### config.mk
export PLATFORM = sky130hd
export DESIGN_NAME = ex_mem_skid
export DESIGN_NICKNAME = d
export VERILOG_FILES = /design/src/rtl/ex_mem_skid_pkg.sv /design/src/rtl/ex_mem_skid_entry.sv /design/src/rtl/ex_mem_skid.sv
export SDC_FILE = /design/constraint.sdc
export NUM_CORES = 1
export LEC_CHECK = 0
export BUFFER_PORTS_ARGS = -buffer_cell sky130_fd_sc_hd__buf_2
export CAP_MARGIN = 5
export CORE_ASPECT_RATIO = 0.75
export CORE_MARGIN = 2
export CORE_UTILIZATION = 55
export DETAILED_ROUTE_END_ITERATION = 10
export HOLD_SLACK_MARGIN = 0.02
export PLACE_DENSITY = 0.9
export SYNTH_ARGS = -nofsm -noshare
export SYNTH_HDL_FRONTEND = slang
export SYNTH_SLANG_ARGS = --single-unit
### constraint.sdc
create_clock -name clk -period 2.3 [get_ports clk]
set_clock_uncertainty 0.1 [all_clocks]
set_input_delay 0.23 -clock clk [delete_from_list [all_inputs] [get_ports clk]]
set_output_delay 0.23 -clock clk [all_outputs]
set_load 0.02 [all_outputs]
### src/rtl/ex_mem_skid_pkg.sv
`default_nettype none
// ============================================================================
// Module      : ex_mem_skid_pkg
// Description : Shared state encoding and constants for the EX/MEM skid stage.
// Revision    : 1.0 - initial release
// ============================================================================
package ex_mem_skid_pkg;

    localparam logic [1:0] c_st_empty = 2'd0;
    localparam logic [1:0] c_st_one   = 2'd1;
    localparam logic [1:0] c_st_full  = 2'd2;

    // Register address 0 is the architectural NOP destination.
    localparam int unsigned c_nop_wd    = 0;
    localparam int unsigned c_zero_word = 0;

    // Packed payload: {wd, wreg, wdata, hi, lo, whilo}.
    function automatic int unsigned bundle_width(input int unsigned aw, input int unsigned dw);
        return aw + 3 * dw + 2;
    endfunction

endpackage
`default_nettype wire

### src/rtl/ex_mem_skid_entry.sv
`default_nettype none
// ============================================================================
// Module      : skid_entry
// Description : Payload register with load enable and async active-low clear.
// Revision    : 1.0 - initial release
// ============================================================================
module skid_entry #(
    parameter int W = 8
) (
    input  logic         clk,
    input  logic         rst,
    input  logic         i_load,
    input  logic [W-1:0] i_d,
    output logic [W-1:0] o_q
);

    logic [W-1:0] r_q;

    always_ff @(posedge clk or negedge rst) begin
        if (!rst) begin
            r_q <= '0;
        end else if (i_load) begin
            r_q <= i_d;
        end
    end

    assign o_q = r_q;

endmodule
`default_nettype wire

### src/rtl/ex_mem_skid.sv
`default_nettype none
// ============================================================================
// Module      : ex_mem_skid
// Description : Two-entry EX/MEM pipeline skid buffer with registered ready.
// Revision    : 1.0 - initial release
// ============================================================================
module ex_mem_skid
    import ex_mem_skid_pkg::*;
#(
    parameter int DW = 32,
    parameter int AW = 5,
    parameter int CW = 16
) (
    input  logic          clk,
    input  logic          rst,
    input  logic          flush,
    input  logic          ex_valid,
    output logic          ex_ready,
    input  logic [AW-1:0] ex_wd,
    input  logic          ex_wreg,
    input  logic [DW-1:0] ex_wdata,
    input  logic [DW-1:0] ex_hi,
    input  logic [DW-1:0] ex_lo,
    input  logic          ex_whilo,
    output logic          mem_valid,
    input  logic          mem_ready,
    output logic [AW-1:0] mem_wd,
    output logic          mem_wreg,
    output logic [DW-1:0] mem_wdata,
    output logic [DW-1:0] mem_hi,
    output logic [DW-1:0] mem_lo,
    output logic          mem_whilo,
    output logic [CW-1:0] stall_cnt
);

    localparam int BW = int'(bundle_width(AW, DW));

    logic [1:0]    r_state;
    logic [1:0]    w_state_next;
    logic          r_ex_ready;
    logic          w_in;
    logic          w_out;
    logic          w_mem_valid;
    logic          w_main_load;
    logic          w_skid_load;
    logic          w_main_from_skid;
    logic [BW-1:0] w_ex_bundle;
    logic [BW-1:0] w_main_d;
    logic [BW-1:0] w_main_q;
    logic [BW-1:0] w_skid_q;
    logic [BW-1:0] w_idle_bundle;
    logic [BW-1:0] w_mem_bundle;
    logic [CW-1:0] r_stall_cnt;

    assign w_ex_bundle = {ex_wd, ex_wreg, ex_wdata, ex_hi, ex_lo, ex_whilo};
    assign w_mem_valid = (r_state != c_st_empty);
    assign w_in        = ex_valid & r_ex_ready;
    assign w_out       = w_mem_valid & mem_ready;

    // Ready is registered from the next state so it never sees mem_ready combinationally.
    always_ff @(posedge clk or negedge rst) begin
        if (!rst) begin
            r_state    <= c_st_empty;
            r_ex_ready <= 1'b1;
        end else begin
            r_state    <= w_state_next;
            r_ex_ready <= (w_state_next != c_st_full);
        end
    end

    always_comb begin
        w_state_next = r_state;
        if (flush) begin
            w_state_next = c_st_empty;
        end else begin
            case (r_state)
                c_st_empty: if (w_in) w_state_next = c_st_one;
                c_st_one: begin
                    if (w_in && !w_out)      w_state_next = c_st_full;
                    else if (!w_in && w_out) w_state_next = c_st_empty;
                end
                c_st_full:  if (w_out) w_state_next = c_st_one;
                default:    w_state_next = c_st_empty;
            endcase
        end
    end

    always_comb begin
        w_main_load      = 1'b0;
        w_skid_load      = 1'b0;
        w_main_from_skid = 1'b0;
        if (!flush) begin
            case (r_state)
                c_st_empty: w_main_load = w_in;
                c_st_one: begin
                    w_main_load = w_in & w_out;
                    w_skid_load = w_in & ~w_out;
                end
                c_st_full: begin
                    w_main_load      = w_out;
                    w_main_from_skid = 1'b1;
                end
                default: ;
            endcase
        end
    end

    assign w_main_d = w_main_from_skid ? w_skid_q : w_ex_bundle;

    skid_entry #(.W(BW)) u_main (
        .clk    (clk),
        .rst    (rst),
        .i_load (w_main_load),
        .i_d    (w_main_d),
        .o_q    (w_main_q)
    );

    skid_entry #(.W(BW)) u_skid (
        .clk    (clk),
        .rst    (rst),
        .i_load (w_skid_load),
        .i_d    (w_ex_bundle),
        .o_q    (w_skid_q)
    );

    assign w_idle_bundle = {AW'(c_nop_wd), 1'b0, DW'(c_zero_word), DW'(c_zero_word),
                            DW'(c_zero_word), 1'b0};
    assign w_mem_bundle  = w_mem_valid ? w_main_q : w_idle_bundle;

    assign {mem_wd, mem_wreg, mem_wdata, mem_hi, mem_lo, mem_whilo} = w_mem_bundle;
    assign mem_valid = w_mem_valid;
    assign ex_ready  = r_ex_ready;

    always_ff @(posedge clk or negedge rst) begin
        if (!rst) begin
            r_stall_cnt <= '0;
        end else if (w_mem_valid && !mem_ready && (r_stall_cnt != {CW{1'b1}})) begin
            r_stall_cnt <= r_stall_cnt + CW'(1);
        end
    end

    assign stall_cnt = r_stall_cnt;

endmodule
`default_nettype wire

Word level (Yosys, flattened, before mapping)
Index checks and enable logic that the tools add are counted.
{"block": "word_totals", "elab_cells": 38, "out_inout_bits": 121, "regBits": 225}
{"block": "classes", "reduce_logical": 9, "n_addsub": 1, "n_bitwise": 5, "muxes": 14, "eq_ne": 4}
{"cell": "$mux 103", "n": 2}
{"cell": "$add 16x1->16 const B", "n": 1}
{"cell": "$ne 16x16->1 const B", "n": 1}
{"cell": "$mux 2", "n": 5}
{"cell": "$pmux 2 s3", "n": 1}
{"cell": "$mux 1", "n": 5}
{"cell": "$and 1x1->1", "n": 4}
{"cell": "$logic_and 1x1->1", "n": 4}
{"cell": "$logic_not 1->1", "n": 3}
{"cell": "$pmux 1 s3", "n": 1}
{"cell": "$eq 2x1->1 const B", "n": 1}
{"cell": "$eq 2x2->1 const B", "n": 1}
{"cell": "$logic_not 2->1", "n": 1}
{"cell": "$ne 2x2->1 const B", "n": 1}
{"cell": "$reduce_bool 2->1", "n": 1}
{"cell": "$not 1->1", "n": 1}

Depth between registers and ports, before layout
{"block": "logic_depth", "depth_word": 8, "mapped_depth": 6}

By module
A second synthesis with hierarchy kept.
{"block": "unflattened", "cells_unflattened": 753, "area_unflattened_um2": 10583.9}
{"mod": "skid_entry", "seq_area_each_um2": 2577.5, "n_inst": 2, "cells_each": 217, "area_per_inst_um2": 3838.7}
{"mod": "ex_mem_skid", "seq_area_each_um2": 476.7, "n_inst": 1, "cells_each": 319, "area_per_inst_um2": 2906.5}

Least setup slack after synthesis
OpenSTA, ideal clock, no wires.
{"block": "synth_timing", "kind": "reg-to-reg", "from": "reg r_stall_cnt[0], in the netlist stall_cnt[0]", "to": "reg r_stall_cnt[12], in the netlist stall_cnt[12]", "required_ns": 2.072, "arrival_time_ns": 1.777, "stages_incl_launch_ff": 6, "path_buffers": 0, "synth_period_minus_slack_ns": 2.005, "setup_ns": 0.128, "path_slack_ns": 0.295, "path_cell_list": "dfrtp_1 > ha_1 > nand3_1 > or4_4 > nor2_1 > mux2_1"}
{"block": "synth_via", "elab_chain_cells": 2, "word_cells_on_any_way": 3, "cone_classes": "1 x add/sub; 1 x eq/ne; 1 x reduce/logical"}
{"item": "start, declared", "line_no": "ex_mem_skid.sv:53", "source": "logic [CW-1:0] r_stall_cnt;"}
{"item": "start signal, assigned", "line_no": "ex_mem_skid.sv:138", "source": "r_stall_cnt <= r_stall_cnt + CW'(1);"}
{"item": "branches (longest 2 deep; another with $add 16x1->16)"}
Several ways; the timed one is not identified.
A chain may end at the register's enable or synchronous reset.

Final worst setup path
{"block": "layout_timing", "from": "reg r_state[1]", "to": "out mem_hi[26]"}
{"block": "layout_via", "elab_chain_cells": 2}
{"item": "start, declared", "line_no": "ex_mem_skid.sv:38", "source": "logic [1:0] r_state;"}
{"item": "start signal, assigned", "line_no": "ex_mem_skid.sv:63", "source": "r_state <= c_st_empty;"}
{"item": "start signal, assigned", "line_no": "ex_mem_skid.sv:66", "source": "r_state <= w_state_next;"}
{"item": "$reduce_bool 2->1", "line_no": "ex_mem_skid.sv:56", "source": "assign w_mem_valid = (r_state != c_st_empty);"}
{"item": "$mux 103", "line_no": "ex_mem_skid.sv:128", "source": "assign w_mem_bundle = w_mem_valid ? w_main_q : w_idle_bundle;"}
{"item": "end, declared", "line_no": "ex_mem_skid.sv:30", "source": "output logic [DW-1:0] mem_hi,"}
Every way passes these cells.

==> summary.txt <==
STA
  • Fmax: 449.5 MHz
  • Final min period: 2.225 ns
  • Worst hold slack: 0.1453 ns
  • # setup viols final: 0
  • Hold Vio Cnt, Final: 0
  • Headroom to the max-slew limit: 56.58%
  • Actual slew at the worst max-slew pin: 0.6454 ns
  • RSZ-0062 raised after global routing: false
  • Slew Viols, Final: 0
  • Setup TNS: 0 ns
  • Period utilisation layout: 96.72%
  • Final WS setup: 0.07550 ns

CTS
  • Clock latency on the worst-skew pair: 0.51 ns
  • Clk root buf: clkbuf_16
  • Number of clock sinks: 225
  • CTS tree: built
  • Num CTS Buffers: 23
  • CTS clk-pin slew, worst paths: 0.06 ns
  • H-tree depth: 1
  • Max clock buf depth: 3
  • Post-CTS setup buffers: 0

Synth
  • Top-area cell type share of the netlist area: 51.62%
  • Synth Area per Inst: 14.44 um2
  • Mapped cell area: 10860 um2
  • Cell type with the largest total area after synthesis: dfrtp_1
  • Seq/Total Area, Yosys: 51.86%
  • Synthesis-stage register bit count: 225
  • Post-Synthesis Cells: 752
  • Largest cells by area after synthesis: dfrtp_1 (52%), mux2_2 (14%), mux2_1 (11%)
  • Cell variety after synth: 35
  • Number of flops mapped to enable cells by yosys: 0
  • Syn nets: 861
  • Async S/R FF share, synth: 100.0%
  • Synth warnings: 0
  • Ys flop type: dfrtp_1

Placement
  • RD Place Congestion: 0.8194
  • IO Port Bufs: 228
  • Dpl ws: 0.1916 ns
  • DP Area: 12340 um2
  • Post-DP HPWL: 15.56 mm

Worst setup path
  • WP data required: 1.97 ns
  • Crit path buf inv count: 3
  • Critical path peak fanout: 69
  • Crit-path leading delay family: flip-flops
  • Slowest Stage Delay on Critical Path: 0.47 ns
  • Worst setup SP type: register
  • Slowest-stage cell, CP: dfrtp_2
  • Sequence of cells on the critical path: nor2_2 > inv_2 > buf_12 > and2_1 > buf_2
  • Critical path endpoint category: primary output
  • WP data arrival: 1.89 ns
  • CP Class: register to primary output

Floorplanning
  • Core Box Area: 19380 um2
  • Row cnt: 44
  • Chip Width: 166.3 um
  • Die height: 125.7 um
  • Initial Util: 56.04%
  • Die area: 20900 um2
  • Num ports: 229

Drt
  • WL final: 25.69 mm
  • DR vias/cell: 5.317
  • Routed len/inst: 18.96 um
  • DR vias: 7205
  • Post-route antenna net violation count: 0
  • Residual DRC count: 0
  • TritonRoute pass-1 iters: 4
  • 1st-iter DRT viols: 444

GRT
  • Overflow left after global routing: 0
  • Total global-route track usage: 24.52%
  • First-pass GRT wire length: 41.67 mm
  • Vias in the first global route: 7869
  • Largest net degree at the start of global routing: 76
  • Initial antenna violation count: 1

Power
  • Leakage: 0.006900 uW
  • Max VDD drop: 0.6352 mV
  • Pwr Density: 860.0 nW/um2

Finish
  • Commonest non-fill, non-tap cells in the layout: buf_2 (227), dfrtp_1 (222), mux2_2 (133)
  • Fillers: 1194
  • Fin nets: 1197
  • Final non-filler cell area: 14210 um2
  • Area of the multi-input gates: 4897 um2
  • Most common cell after layout, fill and taps aside: buf_2
  • FF+latch area: 5634 um2
  • Synthesis-to-layout area growth: 30.84%
  • Share of layout cells above drive strength 1: 45.69%

Run status
  • Outcome: complete, no violations

Job
  • Max-cap violations: 0

Worst hold path
  • Worst hold path type: primary input to register
[synth_stat cells, types with 2 or more instances]
master / number
nor2_1: 8
xor2_1: 7
nand3_1: 6
mux2_4: 71
and3_1: 2
dfrtp_1: 224
inv_1: 5
buf_2: 10
clkbuf_1: 11
nand2_1: 4
mux2_1: 107
mux2_2: 133
or3_1: 2
nand4_1: 5
mux2i_1: 2
and3b_1: 2
buf_4: 9
nor3_1: 3
and2_1: 103
buf_6: 15
nor3_2: 3
xnor2_1: 7
[flip-flops by register name, indices dropped and copies added, names as in the netlist]
name,count
r_state,2
u_main.o_q,103
u_skid.o_q,103
ex_ready,1
stall_cnt,16
[cell families (layout without fill, tap and decap cells)]
family | count (synthesis) | count (layout) | synth area share, %
and+or+nand+nor | 144 | 144 | 8.238
other | 0 | 1 | 0
muxes | 313 | 313 | 34.89
buffers and inverters | 50 | 399 | 3.192
AOI/OAI and AO/OA | 5 | 5 | 0.5761
adders and majority gates | 1 | 1 | 0.1152
xor gates and xnor gates | 14 | 14 | 1.129
DFF | 225 | 225 | 51.86
[routing by layer]
layer | part of all wire, % | wire length [um] | vias up | global-route usage (%)
met3 | 6.0 | 1535 | 55 | 5.280
met2 | 49 | 12520 | 220 | 42.64
met1 | 43 | 11020 | 3636 | 31.60
met4 | 2.4 | 618 | 0 | 6.339
li1 | - | - | 3294 | -
met5 | 0 | 0 | - | 0
[path summary, 6_finish.rpt]
path / from / to / slack (ns) / depth (start not counted)
worst min-delay path: ex_valid / r_state[0]$_DFF_PN0_ / 0.15 / 5
worst max register to register: r_state[0]$_DFF_PN0_ / u_main.o_q[31]$_DFFE_PN0P_ / 0.24 / 4
min in group asynchronous: rst / u_main.o_q[44]$_DFFE_PN0P_ / 0.21 / 2
max in group asynchronous: rst / u_skid.o_q[85]$_DFFE_PN0P_ / 1.18 / 3
worst max-delay path: r_state[1]$_DFF_PN0_ / mem_hi[26] / 0.08 / 5
worst min register to register: u_skid.o_q[65]$_DFFE_PN0P_ / u_skid.o_q[65]$_DFFE_PN0P_ / 0.39 / 1
[power by group]
group / leakage (uW) / switching [uW] / internal [uW]
clock network: 0.000395 / 1570 / 2430
logic: 0.00379 / 1200 / 1480
registers: 0.00271 / 577 / 4970
total: 0.00690 / 3340 / 8880
[worst register-to-register path: stages, from the launching register on]
cell and delay [ns]:
dfrtp_2 0.46, nor3b_4 0.39, buf_12 0.30, mux2_2 0.41
mux2_4 0.28
[cell type report]
| class | instances | share of cell area, % |
|---|---|---|
| Sequential cell | 225 | 39.65 |
| Multi-Input combinational cell | 477 | 34.47 |
| Timing Repair Buffer | 356 | 17.90 |
| Clock buffer | 30 | 4.588 |
| Tap cell | 253 | 2.228 |
| Clock inverter | 8 | 1.013 |
| Inverter | 5 | 0.1321 |
| Antenna cell | 1 | 0.01761 |
[what timing repair did]
action                                 CTS  global route
endpoints found under the hold margin  264             0
setup endpoints to repair               35            41
gates resized for setup                  1             3
hold buffers                           106             0
[per-stage QoR]
| stage | utilization, % | instances | total power [uW] |
|---|---|---|---|
| after CTS | 73.28 | 1354 | 12240 |
| after detailed placement | 63.68 | 1210 | 8093 |
| after floorplan | - | 752 | 7183 |
| after global routing | 73.32 | 1355 | 12760 |
| after global placement | 63.68 | 1210 | 7903 |
| final | 73.32 | 1355 | 12220 |
(Power assumes the default switching activity.)
